## src/rtl/split_slave_pkg.sv

```systemverilog
// split_slave_pkg: bus encodings, region decode values and FSM enums
// shared by the split_slave top and its memory.
package split_slave_pkg;

    localparam logic [1:0] HTRANS_IDLE   = 2'b00;
    localparam logic [1:0] HTRANS_BUSY   = 2'b01;
    localparam logic [1:0] HTRANS_NONSEQ = 2'b10;
    localparam logic [1:0] HTRANS_SEQ    = 2'b11;

    localparam logic [1:0] HRESP_OKAY  = 2'b00;
    localparam logic [1:0] HRESP_ERROR = 2'b01;
    localparam logic [1:0] HRESP_RETRY = 2'b10;
    localparam logic [1:0] HRESP_SPLIT = 2'b11;

    // haddr[7:6]; any value with bit 7 set is unmapped
    localparam logic [1:0] REGION_FAST = 2'b00;
    localparam logic [1:0] REGION_SLOW = 2'b01;

    typedef enum logic [1:0] {
        ST_IDLE,
        ST_WAIT,
        ST_RESP1,
        ST_RESP2
    } state_e;

    typedef enum logic [1:0] {
        SP_NONE,
        SP_PEND,
        SP_REL
    } split_e;

    typedef enum logic [1:0] {
        ACT_NONE,
        ACT_DONE,
        ACT_WAIT,
        ACT_RESP
    } act_e;

    function automatic logic is_xfer(input logic [1:0] t);
        return (t == HTRANS_NONSEQ) || (t == HTRANS_SEQ);
    endfunction

endpackage

```

## src/rtl/split_slave_mem.sv

```systemverilog
// split_slave_mem: 16x32 word store, one synchronous write port and
// one asynchronous read port; contents are not reset.
module split_slave_mem
    import split_slave_pkg::*;
(
    input  logic        clk,
    input  logic        we,
    input  logic [3:0]  waddr,
    input  logic [31:0] wdata,
    input  logic [3:0]  raddr,
    output logic [31:0] rdata
);

    logic [31:0] mem_q [16];

    always_ff @(posedge clk) begin
        if (we) begin
            mem_q[waddr] <= wdata;
        end
    end

    assign rdata = mem_q[raddr];

endmodule

```

## src/rtl/split_slave.sv

```systemverilog
// split_slave: bus slave with fast, wait-state and unmapped regions.
// Define SPLIT_SLAVE_SPLIT_EN to answer unlocked slow accesses with SPLIT/RETRY.
module split_slave
    import split_slave_pkg::*;
#(
    parameter int WAIT_CYC  = 2,
    parameter int SPLIT_LAT = 4
) (
    input  logic        clk,
    input  logic        rst,
    input  logic        hsel,
    input  logic [31:0] haddr,
    input  logic [1:0]  htrans,
    input  logic        hwrite,
    input  logic [31:0] hwdata,
    input  logic [1:0]  hmaster,
    input  logic        hmastlock,
    output logic        hready,
    output logic [1:0]  hresp,
    output logic [1:0]  hsplit,
    output logic [31:0] hrdata
);

    localparam logic [7:0] WAIT_LAST = 8'(WAIT_CYC - 1);
    localparam act_e SLOW_ACT = (WAIT_CYC == 0) ? ACT_DONE : ACT_WAIT;

    state_e      state_q, state_d;
    logic [7:0]  wcnt_q, wcnt_d;
    logic [1:0]  resp_q, resp_d;
    logic        dph_q, dph_d;
    logic        dwr_q, dwr_d;
    logic [3:0]  didx_q, didx_d;
    logic        accept;
    act_e        act;
    logic [1:0]  act_resp;
    logic        mem_we;
    logic [31:0] mem_rdata;

`ifdef SPLIT_SLAVE_SPLIT_EN
    localparam logic [7:0] SPLIT_LAST = 8'(SPLIT_LAT - 1);

    split_e      sp_st_q, sp_st_d;
    logic        sp_mst_q, sp_mst_d;
    logic [31:0] sp_addr_q, sp_addr_d;
    logic [7:0]  sp_cnt_q, sp_cnt_d;
    logic [1:0]  hsplit_q, hsplit_d;
    logic        sp_new;
    logic        sp_clr;
`else
    logic        lint_unused;
    assign lint_unused = ^{hmaster, hmastlock, haddr[31:8], haddr[1:0]};
`endif

    assign hready = (state_q == ST_IDLE) || (state_q == ST_RESP2);
    assign accept = hsel && hready && is_xfer(htrans);

    always_comb begin
        act      = ACT_NONE;
        act_resp = HRESP_OKAY;
`ifdef SPLIT_SLAVE_SPLIT_EN
        sp_new   = 1'b0;
        sp_clr   = 1'b0;
`endif
        if (accept) begin
            unique case (haddr[7:6])
                REGION_FAST: act = ACT_DONE;
                REGION_SLOW: begin
`ifdef SPLIT_SLAVE_SPLIT_EN
                    if (hmastlock || (hmaster > 2'd1)) begin
                        act = SLOW_ACT;
                    end else if (sp_st_q == SP_NONE) begin
                        act      = ACT_RESP;
                        act_resp = HRESP_SPLIT;
                        sp_new   = 1'b1;
                    end else if ((sp_st_q == SP_REL) &&
                                 (hmaster[0] == sp_mst_q) &&
                                 (haddr == sp_addr_q)) begin
                        act    = ACT_DONE;
                        sp_clr = 1'b1;
                    end else begin
                        act      = ACT_RESP;
                        act_resp = HRESP_RETRY;
                    end
`else
                    act = SLOW_ACT;
`endif
                end
                default: begin
                    act      = ACT_RESP;
                    act_resp = HRESP_ERROR;
                end
            endcase
        end
    end

    always_comb begin
        state_d = state_q;
        wcnt_d  = wcnt_q;
        resp_d  = resp_q;
        dph_d   = dph_q;
        dwr_d   = dwr_q;
        didx_d  = didx_q;
        unique case (state_q)
            ST_IDLE: dph_d = 1'b0;
            ST_WAIT: begin
                wcnt_d = wcnt_q + 8'd1;
                if (wcnt_q == WAIT_LAST) begin
                    state_d = ST_IDLE;
                    wcnt_d  = '0;
                end
            end
            ST_RESP1: state_d = ST_RESP2;
            ST_RESP2: state_d = ST_IDLE;
            default:  state_d = ST_IDLE;
        endcase
        // a data phase completing this cycle may overlap the next address phase
        if (accept) begin
            dwr_d  = hwrite;
            didx_d = haddr[5:2];
            dph_d  = (act == ACT_DONE) || (act == ACT_WAIT);
            unique case (act)
                ACT_WAIT: begin
                    state_d = ST_WAIT;
                    wcnt_d  = '0;
                end
                ACT_RESP: begin
                    state_d = ST_RESP1;
                    resp_d  = act_resp;
                end
                default: state_d = ST_IDLE;
            endcase
        end
    end

    always_comb begin
        hresp  = HRESP_OKAY;
        hrdata = '0;
        mem_we = 1'b0;
        unique case (state_q)
            ST_IDLE: begin
                if (dph_q) begin
                    mem_we = dwr_q;
                    if (!dwr_q) begin
                        hrdata = mem_rdata;
                    end
                end
            end
            ST_RESP1, ST_RESP2: hresp = resp_q;
            default: ;
        endcase
    end

    always_ff @(posedge clk or negedge rst) begin
        if (!rst) begin
            state_q <= ST_IDLE;
            wcnt_q  <= '0;
            resp_q  <= HRESP_OKAY;
            dph_q   <= 1'b0;
            dwr_q   <= 1'b0;
            didx_q  <= '0;
        end else begin
            state_q <= state_d;
            wcnt_q  <= wcnt_d;
            resp_q  <= resp_d;
            dph_q   <= dph_d;
            dwr_q   <= dwr_d;
            didx_q  <= didx_d;
        end
    end

`ifdef SPLIT_SLAVE_SPLIT_EN
    // release timer runs on its own, regardless of the transfer FSM
    always_comb begin
        sp_st_d   = sp_st_q;
        sp_mst_d  = sp_mst_q;
        sp_addr_d = sp_addr_q;
        sp_cnt_d  = sp_cnt_q;
        hsplit_d  = 2'b00;
        if (sp_st_q == SP_PEND) begin
            sp_cnt_d = sp_cnt_q + 8'd1;
            if (sp_cnt_q == SPLIT_LAST) begin
                sp_st_d  = SP_REL;
                sp_cnt_d = '0;
                hsplit_d = sp_mst_q ? 2'b10 : 2'b01;
            end
        end
        if (sp_new) begin
            sp_st_d   = SP_PEND;
            sp_mst_d  = hmaster[0];
            sp_addr_d = haddr;
            sp_cnt_d  = '0;
        end
        if (sp_clr) begin
            sp_st_d = SP_NONE;
        end
    end

    always_ff @(posedge clk or negedge rst) begin
        if (!rst) begin
            sp_st_q   <= SP_NONE;
            sp_mst_q  <= 1'b0;
            sp_addr_q <= '0;
            sp_cnt_q  <= '0;
            hsplit_q  <= 2'b00;
        end else begin
            sp_st_q   <= sp_st_d;
            sp_mst_q  <= sp_mst_d;
            sp_addr_q <= sp_addr_d;
            sp_cnt_q  <= sp_cnt_d;
            hsplit_q  <= hsplit_d;
        end
    end

    assign hsplit = hsplit_q;
`else
    assign hsplit = 2'b00;
`endif

    split_slave_mem u_mem (
        .clk   (clk),
        .we    (mem_we),
        .waddr (didx_q),
        .wdata (hwdata),
        .raddr (didx_q),
        .rdata (mem_rdata)
    );

endmodule

```

## config.mk

```make
export PLATFORM = sky130hd
export DESIGN_NAME = split_slave
export DESIGN_NICKNAME = d
export VERILOG_FILES = /design/src/rtl/split_slave_pkg.sv /design/src/rtl/split_slave_mem.sv /design/src/rtl/split_slave.sv
export SDC_FILE = /design/constraint.sdc
export NUM_CORES = 1
export LEC_CHECK = 0
export CORE_MARGIN = 4
export CORE_UTILIZATION = 54
export CTS_CLUSTER_DIAMETER = 100
export DETAILED_ROUTE_END_ITERATION = 7
export GPL_TIMING_DRIVEN = 1
export PLACE_DENSITY = 0.73
export SETUP_SLACK_MARGIN = 0.3
export SYNTH_ARGS = -nofsm -noshare
export SYNTH_HDL_FRONTEND = slang
export SYNTH_HIERARCHICAL = 1
export SYNTH_SLANG_ARGS = --single-unit
```

## constraint.sdc

```tcl
create_clock -name clk -period 4.2 [get_ports clk]
set_input_delay 0.84 -clock clk [delete_from_list [all_inputs] [get_ports clk]]
set_output_delay 0.84 -clock clk [all_outputs]
set_load 0.005 [all_outputs]
```

==> impl_metrics.ini, run 1 <==
[setup_path]
crit_buf_inv = 2
rr_endpoint = u_mem/mem_q[0][30]
cp-startpoint = didx_q[2]
path_class = reg2out
critical_path_arrival_ps = 2950
path_max_fanout = 17
rrSetupSlack_ps = 1230
cp-start-kind = flop
path_cells = nor2b_4 > buf_12 > a22oi_1 > nand2_1 > and2_1 > clkdlybuf4s50_1
reg2reg_from = state_q[0]
crit_required_ps = 3360
cp_slowest_cell = nor2b_4
slowest_delay_ps = 650
end_kind = output pin
cp_top_family = simple AND/OR/NAND/NOR gates
r2r_cells = 6

[finish]
drive_gt1_frac = 0.241
final_util = 0.646
area_delta_synth_final_pct = 16.9
final_cell_area_sq_um = 23900
finalNetCount = 1153
mostFrequentLayoutCells = edfxtp_1, mux4_2, clkdlybuf4s50_1, a22oi_1, nand2_1
final_common_cell = edfxtp_1
final_cells = 1615

[logic_synthesis]
synth_edf_count = 512
synthCells = 949
synth_area_leaders = edfxtp_1, mux4_2, a22oi_1
synth_top_area_frac = 0.752
syn_area_per_cell_sq_um = 21.5
synth-seq-cells = 529
ys_async_sr_fraction = 0.0321
synth.distinct_cells = 41
ys.flop_type = edfxtp_1
yosys_warnings = 6
synth_area_sq_um = 20400
yosysSeqAreaShare = 0.773
synth_top_cell_by_area = edfxtp_1

[status]
status = finished clean

[place]
gp_congestion = 0.744
dp_slack_ps = 704
portBuffers = 76
dp_hpwl_um = 23300
dp.cells = 1516
dpl-instance-area_sq_um = 22200

[floorplan]
coreArea_sq_um = 37000
io_pins = 110
die_area_sq_um = 41000
die_w_um = 203
placementRows = 70
die_y_um = 203
start_util = 0.553

[timing]
setup_tns_ps = 0
relSlewSlack = 0.446
worstMarginPinSlew_ps = 828
drv_slew = 0
setup_viol = 0
finalCritPeriodShare = 0.903
skew_ps = 18.1
fin_crit_ps = 3790
setup_ws_ps = 406
fmax_mhz = 264
hold_viol_final = 0
grt_setup_unrepaired = true

[global_route]
grt_pass1_vias = 10100
grt_util_all_layers = 0.211
grt_pass1_wl_um = 64700
grt_max_degree = 37
overflow = 0
antenna_found_initial = 1

[hold_path]
hp-class = reg2reg
hp-start = resp_q[0]
holdPathStages = 1
hold_end = resp_q[0]

[route]
viasPerCell = 6.08
drt_iter0_markers = 860
drtAntennaViolNets = 0
drc = 0
dr.pass1.iters = 5
dr_total_vias = 9816
avgRoutedWirePerCell_um = 26.7
drt_wl_total_um = 43100

[clock_network]
clk_latency_ps = 570
cts_tree = built
clkTransAtPathRegs_ps = 60
htree_levels = 2
root_buffer = clkbuf_16
numCtsBuffers = 52
clock_path_buffers = 3
clock_sinks = 529

[power]
power.density_nw_per_um2 = 574
vdd_drop_max_v = 0.000387
leakage_nw = 7.58

[flow_run]
max-cap-violations = 0
[layout make-up]
type / instances / area, sq um
flip-flops and latches: 529 / 15800
fillers: 2416 / 13100
multi-input cells: 362 / 4470
clock buffers: 64 / 1350
repair buffers: 119 / 1310
well taps: 504 / 631
clock inverters: 28 / 287
inverters: 8 / 30.0
diodes: 1 / 2.50
[state kept, by name, indices dropped and copies added, names as in the netlist]
signal	count
dph_q	1
dwr_q	1
resp_q	1
wcnt_q	8
u_mem/mem_q	512
didx_q	4
state_q	2
[through the flow]
stage	hold slack (ps)	total power, mW
floorplan	428	8.33
global placement	443	9.25
detailed placement	459	9.28
CTS	472	13.8
global route	480	14.3
finish	466	13.7
[cell usage after synthesis, drive strengths merged, types with 2 or more instances]
master and number:
edfxtp 512, mux4 128, a22oi 65, nand2 55
and2 33, buf 30, nor2 26, clkbuf 22
dfrtp 17, ha 8, inv 8, nor3 6
a21oi 4, nand3 4, nand3b 4, o21ai 3
xnor2 3, xor2 3, nand2b 2, nand4 2
nor2b 2
[where the power goes]
| part | internal, mW | leakage (nW) | switching [mW] |
|---|---|---|---|
| Sequential | 5.86 | 4.81 | 0.130 |
| Clock | 2.58 | 0.794 | 1.87 |
| Combinational | 1.62 | 1.98 | 1.64 |
| Total | 10.1 | 7.58 | 3.64 |
[cell families after synthesis]
logic type                 count (synthesis)  synth area share
DFF                                      529             0.773
and+or+nand+nor                          138            0.0337
muxes                                    128             0.141
AOI/OAI and AO/OA                         79            0.0288
buffers and inverters                     60            0.0154
adders and majority gates                  8           0.00490
xor gates and xnor gates                   6           0.00257
other                                      1          0.000184
[worst reg2reg max path, stage by stage (launching register included)]
cell and delay, ps:
dfrtp_1 410, inv_1 100, ha_1 190, and3_1 250, or3b_2 600, nor3_4 680
buf_4 420
[routing by layer]
layer | up-vias | wire, um | global-route usage
li1 | 4172 | - | -
met1 | 5208 | 17800 | 0.300
met2 | 362 | 21700 | 0.349
met3 | 74 | 2470 | 0.0316
met4 | 0 | 1090 | 0.0609
met5 | - | 0 | 0
[how the worst max path moves through the flow]
| stage | endpoint | depth (start not counted) | slack, ps |
|---|---|---|---|
| after floorplan | u_mem/mem_q[8][0] | 5 | 560 |
| after global placement | hrdata[26] | 6 | 750 |
| after detailed placement | hrdata[30] | 6 | 700 |
| after CTS | hrdata[30] | 6 | 310 |
| after global routing | hrdata[24] | 7 | 290 |
| final | hrdata[0] | 6 | 410 |
[what timing repair did]
item / CTS / global route
setup endpoints to repair: 30 / 8
resized for setup: 0 / 1
buffers inserted: 5 / 1
hold buffers: 0 / 0
Note: power is estimated with default switching activity, not from simulation.
==> run 2: changes to the inputs <==
--- a/config.mk
+++ b/config.mk
@@ -5,12 +5,13 @@
 export SDC_FILE = /design/constraint.sdc
 export NUM_CORES = 1
 export LEC_CHECK = 0
+export CAP_MARGIN = 20
 export CORE_MARGIN = 4
 export CORE_UTILIZATION = 54
 export CTS_CLUSTER_DIAMETER = 100
 export DETAILED_ROUTE_END_ITERATION = 7
 export GPL_TIMING_DRIVEN = 1
-export PLACE_DENSITY = 0.73
+export PLACE_DENSITY = 0.79
 export SETUP_SLACK_MARGIN = 0.3
 export SYNTH_ARGS = -nofsm -noshare
 export SYNTH_HDL_FRONTEND = slang
==> run 2 against run 1 <==
Effect of this change:
- core utilization shrank 0.46 points
- first-iteration DRC count grew 36%
- hold slack lost 4.2 ps
- clock power shrank 6.1%
- flip-flop and latch count is the same
- power shrank 2.3%
- final cell count is essentially flat
==> impl_metrics.ini, run 2 (same netlist as run 1, synthesis figures left out) <==
[power]
pwr-share-seq = 0.448
power.share.switching = 0.272
p_comb_frac = 0.240
power_switching_mw = 3.64
power.density_nw_per_um2 = 565
vdd_drop_max_v = 0.000375
intPower_mw = 9.75
power.share.clock = 0.312
p_total_mw = 13.4
leakage_nw = 7.51

[floorplan]
coreArea_sq_um = 37000
die_y_um = 203
io_pins = 110
die_w_um = 203
placementRows = 70
die_area_sq_um = 41000
start_util = 0.553

[clock_network]
clkTransAtPathRegs_ps = 60
clock_path_buffers = 3
cts_tree = built
htree_levels = 2
numCtsBuffers = 50
clock_sinks = 529
root_buffer = clkbuf_16
clk_latency_ps = 560

[global_route]
overflow = 0
grt_max_degree = 42
grt_pass1_wl_um = 68000
grt_util_all_layers = 0.224
antenna_found_initial = 1
grt_pass1_vias = 10500

[finish]
largest_reg_flops = 512
top_regs = u_mem/mem_q x512, wcnt_q x8, didx_q x4
mostFrequentLayoutCells = edfxtp_1, mux4_2, clkdlybuf4s50_1, a22oi_1, nand2_1
area_delta_synth_final_pct = 16.1
regMostFlops = u_mem/mem_q
final_common_cell = edfxtp_1
finalNetCount = 1152
final_util = 0.642
drive_gt1_frac = 0.237
antenna_cells = 0

[route]
viasPerCell = 6.30
drc = 0
drtAntennaViolNets = 0
drt_iter0_markers = 1168
avgRoutedWirePerCell_um = 28.4
dr.pass1.iters = 7
drt_wl_total_um = 45800
dr_total_vias = 10200

[setup_path]
path_max_fanout = 34
crit_required_ps = 3360
end_kind = output pin
reg2reg_from = didx_q[1]
rrSetupSlack_ps = 1410
path_class = reg2out
r2r_cells = 5
critical_path_arrival_ps = 3000
rr_endpoint = u_mem/mem_q[9][6]
cp-start-kind = flop

[timing]
fmax_mhz = 260
setup_viol = 0
fin_hold_ws_ps = 462
skew_ps = 15.2
worstMarginPinSlew_ps = 795
drv_slew = 0
fin_crit_ps = 3840
finalCritPeriodShare = 0.915
relSlewSlack = 0.469
grt_setup_unrepaired = true
hold_viol_final = 0
setup_tns_ps = 0

[hold_path]
hp-start = resp_q[0]
hp-class = reg2reg
holdPathStages = 1
hold_end = resp_q[0]

[place]
portBuffers = 76
gp_congestion = 0.750
dp_hpwl_um = 24500

[flow_run]
max-cap-violations = 0

[status]
status = finished clean
-- run 2: changes by cell type in the layout (fill, tap and decap cells not counted), moves of 2 or more --
cell | previous run | this run
clkbuf_16 | 52 | 50
clkinv_8 | 3 | 1
bufinv_16 | 5 | 2
clkinv_1 | 13 | 17
inv_6 | 0 | 2
buf_4 | 24 | 28
buf_12 | 17 | 14
-- run 2: worst max path at each step --
stage	from	endpoint	depth (start not counted)
2_1_floorplan	state_q[0]	u_mem/mem_q[8][0]	5
3_3_place_gp	didx_q[0]	hrdata[26]	6
3_5_place_dp	didx_q[0]	hrdata[26]	6
4_1_cts	didx_q[0]	hrdata[18]	6
5_1_grt	didx_q[0]	hrdata[9]	6
6_report	didx_q[0]	hrdata[18]	6
-- run 2: power groups by stage --
stage                     registers (mW)  clock network [mW]  logic, mW
after floorplan                     6.04                   0       2.29
after global placement              6.12                   0       3.08
after detailed placement            6.13                   0       3.15
after CTS                           6.02                4.24       3.19
after global routing                6.01                4.48       3.45
final                               6.01                4.17       3.21
-- run 2: per-layer routing --
layer / global-route usage / vias to the layer above / wire, um / part of all wire
li1: - / 4174 / - / -
met1: 0.311 / 5338 / 17200 / 0.37
met2: 0.381 / 558 / 23600 / 0.51
met3: 0.0385 / 96 / 4010 / 0.088
met4: 0.0509 / 2 / 1030 / 0.023
met5: 0 / - / 13 / 0.00028
-- run 2: layout make-up --
type	instances	area, sq um
inverters	8	30.0
fillers	2422	13200
clock inverters	29	200
repair buffers	120	1280
clock buffers	62	1300
flip-flops and latches	529	15800
multi-input cells	362	4470
well taps	504	631
-- run 2: worst max-delay path, stage by stage (launching register included) --
cell and delay, ps:
dfrtp_4 530, buf_12 290, mux4_2 580, a22oi_1 290
nand2_1 120, and2_1 150, clkdlybuf4s50_1 440
-- run 2: what timing repair did --
item,CTS,global route
buffers inserted,0,3
endpoints found under the setup margin,7,12
hold buffers,0,0
gates resized for setup,1,2
-- run 2: stage by stage --
step | setup slack, ps | instance area, sq um | cells
4_1_cts | 317 | 23700 | 1611
2_1_floorplan | 555 | 20400 | 951
3_3_place_gp | 842 | 22200 | 1520
3_5_place_dp | 801 | 22200 | 1520
6_report | 357 | 23700 | 1614
5_1_grt | 273 | 23700 | 1614
